[config.mk]
export PLATFORM = sky130hd
export DESIGN_NAME = seq_normalizer32_flat
export DESIGN_NICKNAME = d
export VERILOG_FILES = /design/src/rtl/seq_normalizer32_pkg.sv /design/src/rtl/seq_normalizer32_if.sv /design/src/rtl/seq_normalizer32_zero_detect.sv /design/src/rtl/seq_normalizer32.sv /design/src/flat_wrapper.sv
export SDC_FILE = /design/constraint.sdc
export NUM_CORES = 1
export LEC_CHECK = 0
export ABC_AREA = 1
export BUFFER_PORTS_ARGS = -buffer_cell sky130_fd_sc_hd__buf_2
export CORE_MARGIN = 1
export CORE_UTILIZATION = 55
export DETAILED_ROUTE_END_ITERATION = 10
export HOLD_SLACK_MARGIN = 0.06
export PLACE_DENSITY = 0.75
export SKIP_LAST_GASP = 1
export SYNTH_ARGS = -nofsm -noshare
export SYNTH_HDL_FRONTEND = slang
export SYNTH_SLANG_ARGS = --single-unit
[constraint.sdc]
create_clock -name CLK -period 5 [get_ports CLK]
set_input_delay 0.5 -clock CLK [delete_from_list [all_inputs] [get_ports CLK]]
set_output_delay 0.5 -clock CLK [all_outputs]
set_load 0.02 [all_outputs]
[src/rtl/seq_normalizer32_pkg.sv]
// rtl/seq_normalizer32_pkg.sv - shared widths, state encoding and edge-field mask helper
package seq_normalizer32_pkg;

    localparam int DATA_WIDTH = 32;
    localparam int CNT_WIDTH  = 5;
    localparam int K_WIDTH    = 3;

    typedef enum logic [1:0] {
        NORM_IDLE  = 2'b00,
        NORM_SHIFT = 2'b01,
        NORM_DONE  = 2'b10
    } norm_state_e;

    // Bits that a stage of width 2^k would shift out: top bits for left, bottom bits for right.
    function automatic logic [DATA_WIDTH-1:0] edge_mask(input logic [K_WIDTH-1:0] k,
                                                        input logic lnr);
        logic [DATA_WIDTH-1:0] ones;
        logic [5:0]            amt;
        ones = '1;
        amt  = 6'd1 << k;
        return lnr ? ~(ones >> amt) : ~(ones << amt);
    endfunction

endpackage

[src/rtl/seq_normalizer32_if.sv]
// rtl/seq_normalizer32_if.sv - request/result bundle between requester and normalizer
interface seq_normalizer32_if;
    import seq_normalizer32_pkg::*;

    logic                  START;
    logic                  LnR;
    logic [DATA_WIDTH-1:0] D;
    logic [DATA_WIDTH-1:0] Y;
    logic [CNT_WIDTH-1:0]  CNT;
    logic                  ZERO;
    logic                  BUSY;
    logic                  DONE;

    modport master (output START, LnR, D, input Y, CNT, ZERO, BUSY, DONE);
    modport slave  (input START, LnR, D, output Y, CNT, ZERO, BUSY, DONE);
endinterface

[src/rtl/seq_normalizer32_zero_detect.sv]
// rtl/seq_normalizer32_zero_detect.sv - flags an all-zero 2^k-bit edge field of the work word
module seq_normalizer32_zero_detect
    import seq_normalizer32_pkg::*;
(
    input  logic [DATA_WIDTH-1:0] w_i,
    input  logic [K_WIDTH-1:0]    k_i,
    input  logic                  lnr_i,
    output logic                  field_zero_o
);

    assign field_zero_o = ((w_i & edge_mask(k_i, lnr_i)) == '0);

endmodule

[src/rtl/seq_normalizer32.sv]
// rtl/seq_normalizer32.sv - five-stage binary-search normalizer returning normalized word and CLZ/CTZ
module seq_normalizer32
    import seq_normalizer32_pkg::*;
(
    input  logic               CLK,
    input  logic               RST,
    seq_normalizer32_if.slave  bus
);

    norm_state_e           state_q;
    logic [DATA_WIDTH-1:0] w_q, w_d, w_shift;
    logic [CNT_WIDTH-1:0]  acc_q, acc_d;
    logic [K_WIDTH-1:0]    k_q;
    logic                  mode_q;
    logic                  dzero_q;
    logic [DATA_WIDTH-1:0] y_q;
    logic [CNT_WIDTH-1:0]  cnt_q;
    logic                  zero_q, busy_q, done_q;
    logic [5:0]            amt;
    logic                  field_zero;

    seq_normalizer32_zero_detect u_zero_detect (
        .w_i          (w_q),
        .k_i          (k_q),
        .lnr_i        (mode_q),
        .field_zero_o (field_zero)
    );

    always_comb begin
        amt     = 6'd1 << k_q;
        w_shift = mode_q ? (w_q << amt) : (w_q >> amt);
        w_d     = field_zero ? w_shift : w_q;
        acc_d   = acc_q | (field_zero ? (5'd1 << k_q) : 5'd0);
    end

    always_ff @(posedge CLK or negedge RST) begin
        if (!RST) begin
            state_q <= NORM_IDLE;
            w_q     <= '0;
            acc_q   <= '0;
            k_q     <= '0;
            mode_q  <= 1'b0;
            dzero_q <= 1'b0;
            y_q     <= '0;
            cnt_q   <= '0;
            zero_q  <= 1'b0;
            busy_q  <= 1'b0;
            done_q  <= 1'b0;
        end else begin
            case (state_q)
                NORM_IDLE: begin
                    if (bus.START) begin
                        w_q     <= bus.D;
                        mode_q  <= bus.LnR;
                        dzero_q <= (bus.D == '0);
                        acc_q   <= '0;
                        k_q     <= 3'd4;
                        busy_q  <= 1'b1;
                        state_q <= NORM_SHIFT;
                    end
                end
                NORM_SHIFT: begin
                    w_q   <= w_d;
                    acc_q <= acc_d;
                    k_q   <= k_q - 3'd1;
                    if (k_q == 3'd0) begin
                        // A zero operand would naturally report 31; report 0 instead.
                        y_q     <= dzero_q ? '0 : w_d;
                        cnt_q   <= dzero_q ? '0 : acc_d;
                        zero_q  <= dzero_q;
                        done_q  <= 1'b1;
                        state_q <= NORM_DONE;
                    end
                end
                NORM_DONE: begin
                    done_q  <= 1'b0;
                    busy_q  <= 1'b0;
                    state_q <= NORM_IDLE;
                end
                default: state_q <= NORM_IDLE;
            endcase
        end
    end

    assign bus.Y    = y_q;
    assign bus.CNT  = cnt_q;
    assign bus.ZERO = zero_q;
    assign bus.BUSY = busy_q;
    assign bus.DONE = done_q;

endmodule

[src/flat_wrapper.sv]
// flat-port wrapper written by rule: the top's interface ports become plain ports
module seq_normalizer32_flat import seq_normalizer32_pkg::*;
  (CLK, RST, bus_START, bus_LnR, bus_D, bus_Y, bus_CNT, bus_ZERO, bus_BUSY, bus_DONE);
  seq_normalizer32_if bus_i ();
  input  logic CLK;
  input  logic RST;
  input wire logic [$bits(bus_i.START)-1:0] bus_START;
  input wire logic [$bits(bus_i.LnR)-1:0] bus_LnR;
  input wire logic [$bits(bus_i.D)-1:0] bus_D;
  output wire logic [$bits(bus_i.Y)-1:0] bus_Y;
  output wire logic [$bits(bus_i.CNT)-1:0] bus_CNT;
  output wire logic [$bits(bus_i.ZERO)-1:0] bus_ZERO;
  output wire logic [$bits(bus_i.BUSY)-1:0] bus_BUSY;
  output wire logic [$bits(bus_i.DONE)-1:0] bus_DONE;
  assign bus_i.START = bus_START;
  assign bus_i.LnR = bus_LnR;
  assign bus_i.D = bus_D;
  assign bus_Y = bus_i.Y;
  assign bus_CNT = bus_i.CNT;
  assign bus_ZERO = bus_i.ZERO;
  assign bus_BUSY = bus_i.BUSY;
  assign bus_DONE = bus_i.DONE;
  seq_normalizer32 u_core (.CLK(CLK), .RST(RST), .bus(bus_i));
endmodule
Yosys cells after proc, flatten, opt, wreduce, memory -nomap -nowiden:

Index checks and enable logic that the tools add are counted.

* output and inout bits: 40
* flip-flop bits (word level): 84
* logic and storage cells: 58
* input bits: 36

* equality and inequality tests: 4
* shifts and indexed selects: 6
* reductions and logical operators: 13
* bitwise logic cells: 4
* mux-type cells: 19
* add/sub/neg operators: 1

Operator list (number)
* $mux 32: 5
* $logic_not 32->1: 2
* $not 32->32: 2
* $pmux 32 s2: 1
* $and 32x32->32: 1
* $shl 32x6->32: 1
* $shl 32x6->32 const A: 1
* $shr 32x6->32: 1
* $shr 32x6->32 const A: 1
* $mux 5: 3
* $reduce_and 2->1: 6
* $pmux 5 s2: 1
* $pmux 3 s2: 1
* $reduce_bool 2->1: 3
* $shl 1x3->6 const A: 1
* $or 5x5->5: 1
* $shl 1x3->5 const A: 1
* $mux 2: 2
* $pmux 1 s2: 2
* $pmux 2 s2: 1
* $logic_not 3->1: 1
* $mux 3: 1
* $sub 3x1->3 const B: 1
* $eq 2x1->1 const B: 1
* 5 further kinds: 6

Logic depth before layout (Yosys ltp):

* depth after elaboration: 9
* gate-level depth with buffers: 19
* depth with buffers taken out: 17

Hierarchy:

Synthesis repeated with hierarchy kept, for this count alone.

* cell total of the unflattened synthesis: 1346
* area, all modules: 7798.7 µm²

By module, submodules not included
* seq_normalizer32: seq. area each 2102.0 µm², area each 7458.4 µm², times used 1, cells each 1277
* seq_normalizer32_zero_detect: seq. area each 0.0 µm², area each 340.3 µm², times used 1, cells each 69

Worst setup path after synthesis:

Ideal clock, no wire load.

* kind: flip-flop to flip-flop
* start: reg u_core.k_q[2]
* end: reg u_core.w_q[16]
* period minus slack after synthesis: 2413 ps
* data required time: 4884 ps
* buffers on the path: 4
* setup time: 116 ps
* cell stages (with the launch flop): 19
* slack: 2587 ps
* arrival: 2296 ps
* cells stage by stage: dfrtp_1 buf_6 inv_4 buf_4 buf_4 ha_1 inv_1 nand2_1 o21ai_0 nand2_1 a21oi_1 nand3_1 o21ai_2 nand3_2 buf_4 nand2_1 nand3_1 nand2_1 nand2_1

* word-level cells in the longest chain between the ends: 8
* elaborated cells between the ends (all ways): 13
* those cells by class: shift (5); mux (4); bitwise (3); reduce/logical (1)

Ends and longest elaborated chain
* start, declared: line seq_normalizer32.sv:13 `logic [K_WIDTH-1:0] k_q;`
* start signal, assigned: line seq_normalizer32.sv:65 `k_q <= k_q - 3'd1;`
* $shl 1x3->6 (*): line seq_normalizer32_pkg.sv:20, seq_normalizer32.sv:30
* $shl 32x6->32 or $shr 32x6->32 (tied branches): line seq_normalizer32_pkg.sv:21 `return lnr ? ~(ones >> amt) : ~(ones << amt);`
* $not 32->32: line seq_normalizer32_pkg.sv:21
* $mux 32: line seq_normalizer32_pkg.sv:21
* $and 32x32->32: line seq_normalizer32_zero_detect.sv:11 `assign field_zero_o = ((w_i & edge_mask(k_i, lnr_i)) == '0);`
* $logic_not 32->1: line seq_normalizer32_zero_detect.sv:11
* $mux 32 (*): line seq_normalizer32.sv:32 `w_d = field_zero ? w_shift : w_q;`
* $pmux 32 s2 (*): line seq_normalizer32.sv:50 `case (state_q)`
* end signal, assigned: line seq_normalizer32.sv:53 `w_q <= bus.D;`
* end signal, assigned: line seq_normalizer32.sv:63 `w_q <= w_d;`
* end, declared: line seq_normalizer32.sv:11 `logic [DATA_WIDTH-1:0] w_q, w_d, w_shift;`

Mark *: on every way between the ends. The rest lies on a longest branch, timed or not.
A chain may end at the register's enable or synchronous reset.

Worst setup path after layout:

* start: reg u_core.k_q[1]
* end: reg u_core.w_q[18]

Same word-level chain as after synthesis.

==> key figures <==
Clock network
  • Clock root buffer: clkbuf_16
  • Post-CTS Hold Buffers: 0
  • PostCTS Resize Cnt: 0
  • Clock buffer depth: 2
  • CTS tree: built
  • Clock slew at reported path FFs: 60 ps
  • Htree depth: 3
  • Clock latency on the worst-skew pair: 340 ps
  • CTS Buf Count: 9
  • Post-CTS Setup Bufs: 0
  • Clk sinks: 84

Place
  • Port bufs: 75
  • Cell Area, Placed: 8200 um^2
  • Placer Congestion: 1.13
  • DP HPWL: 24300 um

Timing
  • Relative slew margins: 0.289
  • Setup Viol. Count Final: 0
  • Setup tns final: 0 ps
  • Worst slew pin tran: 1070 ps
  • F_max: 0.273 GHz
  • Final min period: 3660 ps
  • Setup Skew: 5.74 ps
  • Period utilization: 0.732
  • Final Slew Violations: 0
  • Unrepaired setup endpoints after global routing: no
  • Hold Fails Final Rpt: 0

Route
  • Post-route DRC: 0
  • Wire per inst: 20.9 um
  • Initial DRC Count: 1643
  • Met3 routed WL: 4200 um
  • Drt pass-1 iters: 6
  • Routed Antenna Nets: 0
  • M1 wire length: 12600 um
  • Routed Wire Length: 32800 um
  • Routed length on met2: 14100 um
  • Highest metal used: met5
  • Via/cell ratio: 6.37
  • Routed vias: 10000

Die
  • Die area: 14600 um^2
  • Rows: 43
  • Die height: 121 um
  • Core footprint: 13800 um^2
  • Die Wd: 121 um
  • Io pins: 76
  • Initial core utilization: 0.564

Critical path
  • Crit path arrival time: 3940 ps
  • Critical-path top delay cell: ha_1
  • CP bufs+invs: 2
  • CP Data Required Time: 5280 ps
  • Crit. End Element: flop
  • Delay-heaviest family, CP: simple AND/OR/NAND/NOR gates
  • Slowest stage delay, CP: 770 ps
  • CP startpoint kind: flop
  • CP Cell Sequence: inv_1, ha_1, nand2_2, buf_4, nand2_1, nand3_1, nand2_1, nand2_1, nand3_1, nand2_1, o21ai_1, nand2_1, nand3_1, nand2_1, nand2_1
  • Crit-path most repeated cell: nand2_1
  • WS Path Type: reg2reg
  • Crit-path max FO: 20

Finish
  • Area added between synthesis and finish: 9.94%
  • Layout fillers: 1396
  • Final instance area: 8570 um^2
  • Fin nets: 1433
  • Diodes inserted: 0
  • Commonest non-fill, non-tap cell in the layout: nand2_1
  • Commonest non-fill, non-tap cells in the layout: nand2_1 (554), nand3_1 (321), inv_1 (89)
  • Share of layout cells above drive strength 1: 0.105

Synthesis
  • Post-synthesis sequential area ratio: 0.270
  • Syn Nets: 1400
  • Register bit total from synthesis: 84
  • Post-synthesis cell count: 1355
  • Synth cell types: 35
  • Syn Std Cell Area: 7790 um^2
  • Syn. warnings: 0
  • Synth Area per Inst: 5.75 um^2

Global route
  • Vias in the first global route: 8970
  • Largest net degree at the start of global routing: 85
  • Total congestion overflow: 0
  • First-pass GRT wire length: 49800 um
  • Overall Global Routing Usage: 0.455
  • Initial antenna violation count: 1

Flow run
  • Max-Cap Viols: 0

Run status
  • Status: finished, final reports clean

Hold path
  • Worst hold path class: in2async
-- synthesized netlist by cell type --
master / n / area [um^2]
a21oi_1: 28 / 140
a31oi_1: 2 / 12.5
buf_1: 11 / 41.3
buf_2: 27 / 135
buf_4: 12 / 90.1
buf_6: 1 / 11.3
clkbuf_1: 23 / 86.3
clkinv_1: 2 / 7.51
dfrtp_1: 84 / 2100
ha_1: 9 / 113
inv_1: 89 / 334
inv_2: 10 / 37.5
inv_4: 1 / 6.26
nand2_1: 555 / 2080
nand2_2: 5 / 31.3
nand2_4: 2 / 22.5
nand3_1: 321 / 1610
nand3_2: 1 / 10.0
nand3b_1: 2 / 15.0
nand4_1: 19 / 119
nor2_1: 58 / 218
nor2_2: 3 / 18.8
nor2_4: 2 / 22.5
nor3_1: 1 / 5.00
nor3b_1: 1 / 7.51
nor4_1: 9 / 56.3
o2111ai_1: 1 / 8.76
o211ai_1: 8 / 60.1
o21ai_0: 38 / 190
o21ai_1: 15 / 75.1
o21ai_2: 2 / 17.5
o21bai_2: 5 / 56.3
o22ai_1: 5 / 31.3
o31ai_1: 2 / 15.0
or2_2: 1 / 6.26
-- registers in the layout (all words and copies together), names as in the netlist, 2 cells and up --
| name | flops |
|---|---|
| u_core.acc_q | 5 |
| u_core.w_q | 32 |
| u_core.state_q | 2 |
| u_core.k_q | 3 |
| u_core.bus.CNT | 5 |
| u_core.bus.Y | 32 |
-- path summary, 6_finish.rpt --
check                                              startpoint                            end  slack, ps  cells past startpoint
worst max register to register      u_core.k_q[1]$_DFFE_PN0P_     u_core.w_q[18]$_DFFE_PN0P_       1340                     15
max in group asynchronous                                 RST     u_core.w_q[30]$_DFFE_PN0P_       3970                      1
worst max-delay path                u_core.k_q[1]$_DFFE_PN0P_     u_core.w_q[18]$_DFFE_PN0P_       1340                     15
min in group CLK                                      bus_LnR      u_core.mode_q$_DFFE_PN0P_        400                      3
worst min-delay path                                      RST   u_core.bus.Y[27]$_DFFE_PN0P_        350                      1
worst min register to register  u_core.bus.CNT[1]$_DFFE_PN0P_  u_core.bus.CNT[1]$_DFFE_PN0P_        480                      2
-- layer usage --
metal,GRT usage,vias up
met2,0.688,831
met5,0,-
met3,0.0977,165
li1,-,4505
met4,0.245,2
met1,0.605,4524
-- final cells by class --
class	count	area, um^2	share of cell area
Tap cell	180	225	0.0263
Timing Repair Buffer	96	536	0.0625
Multi-Input combinational cell	1095	4950	0.578
Inverter	102	385	0.0450
Clock buffer	10	229	0.0267
Clock inverter	6	136	0.0159
Sequential cell	84	2100	0.245
-- cells by family after synthesis --
group | share of synthesized area
DFF | 0.270
and+or+nand+nor | 0.542
adders and majority gates | 0.0145
buffers and inverters | 0.0962
AOI/OAI and AO/OA | 0.0779
-- through the flow --
step	setup WS (ps)	util	hold slack (ps)	instances
finish	1340	0.620	349	1573
global route	1160	0.620	404	1573
CTS	1510	0.620	383	1573
detailed placement	1550	0.593	459	1557
global placement	1620	0.593	453	1557
floorplan	2590	-	204	1355
Power is left out: the tool's default activity adds up to more than one toggle a clock period on the data nets, which glitch-free logic cannot reach.
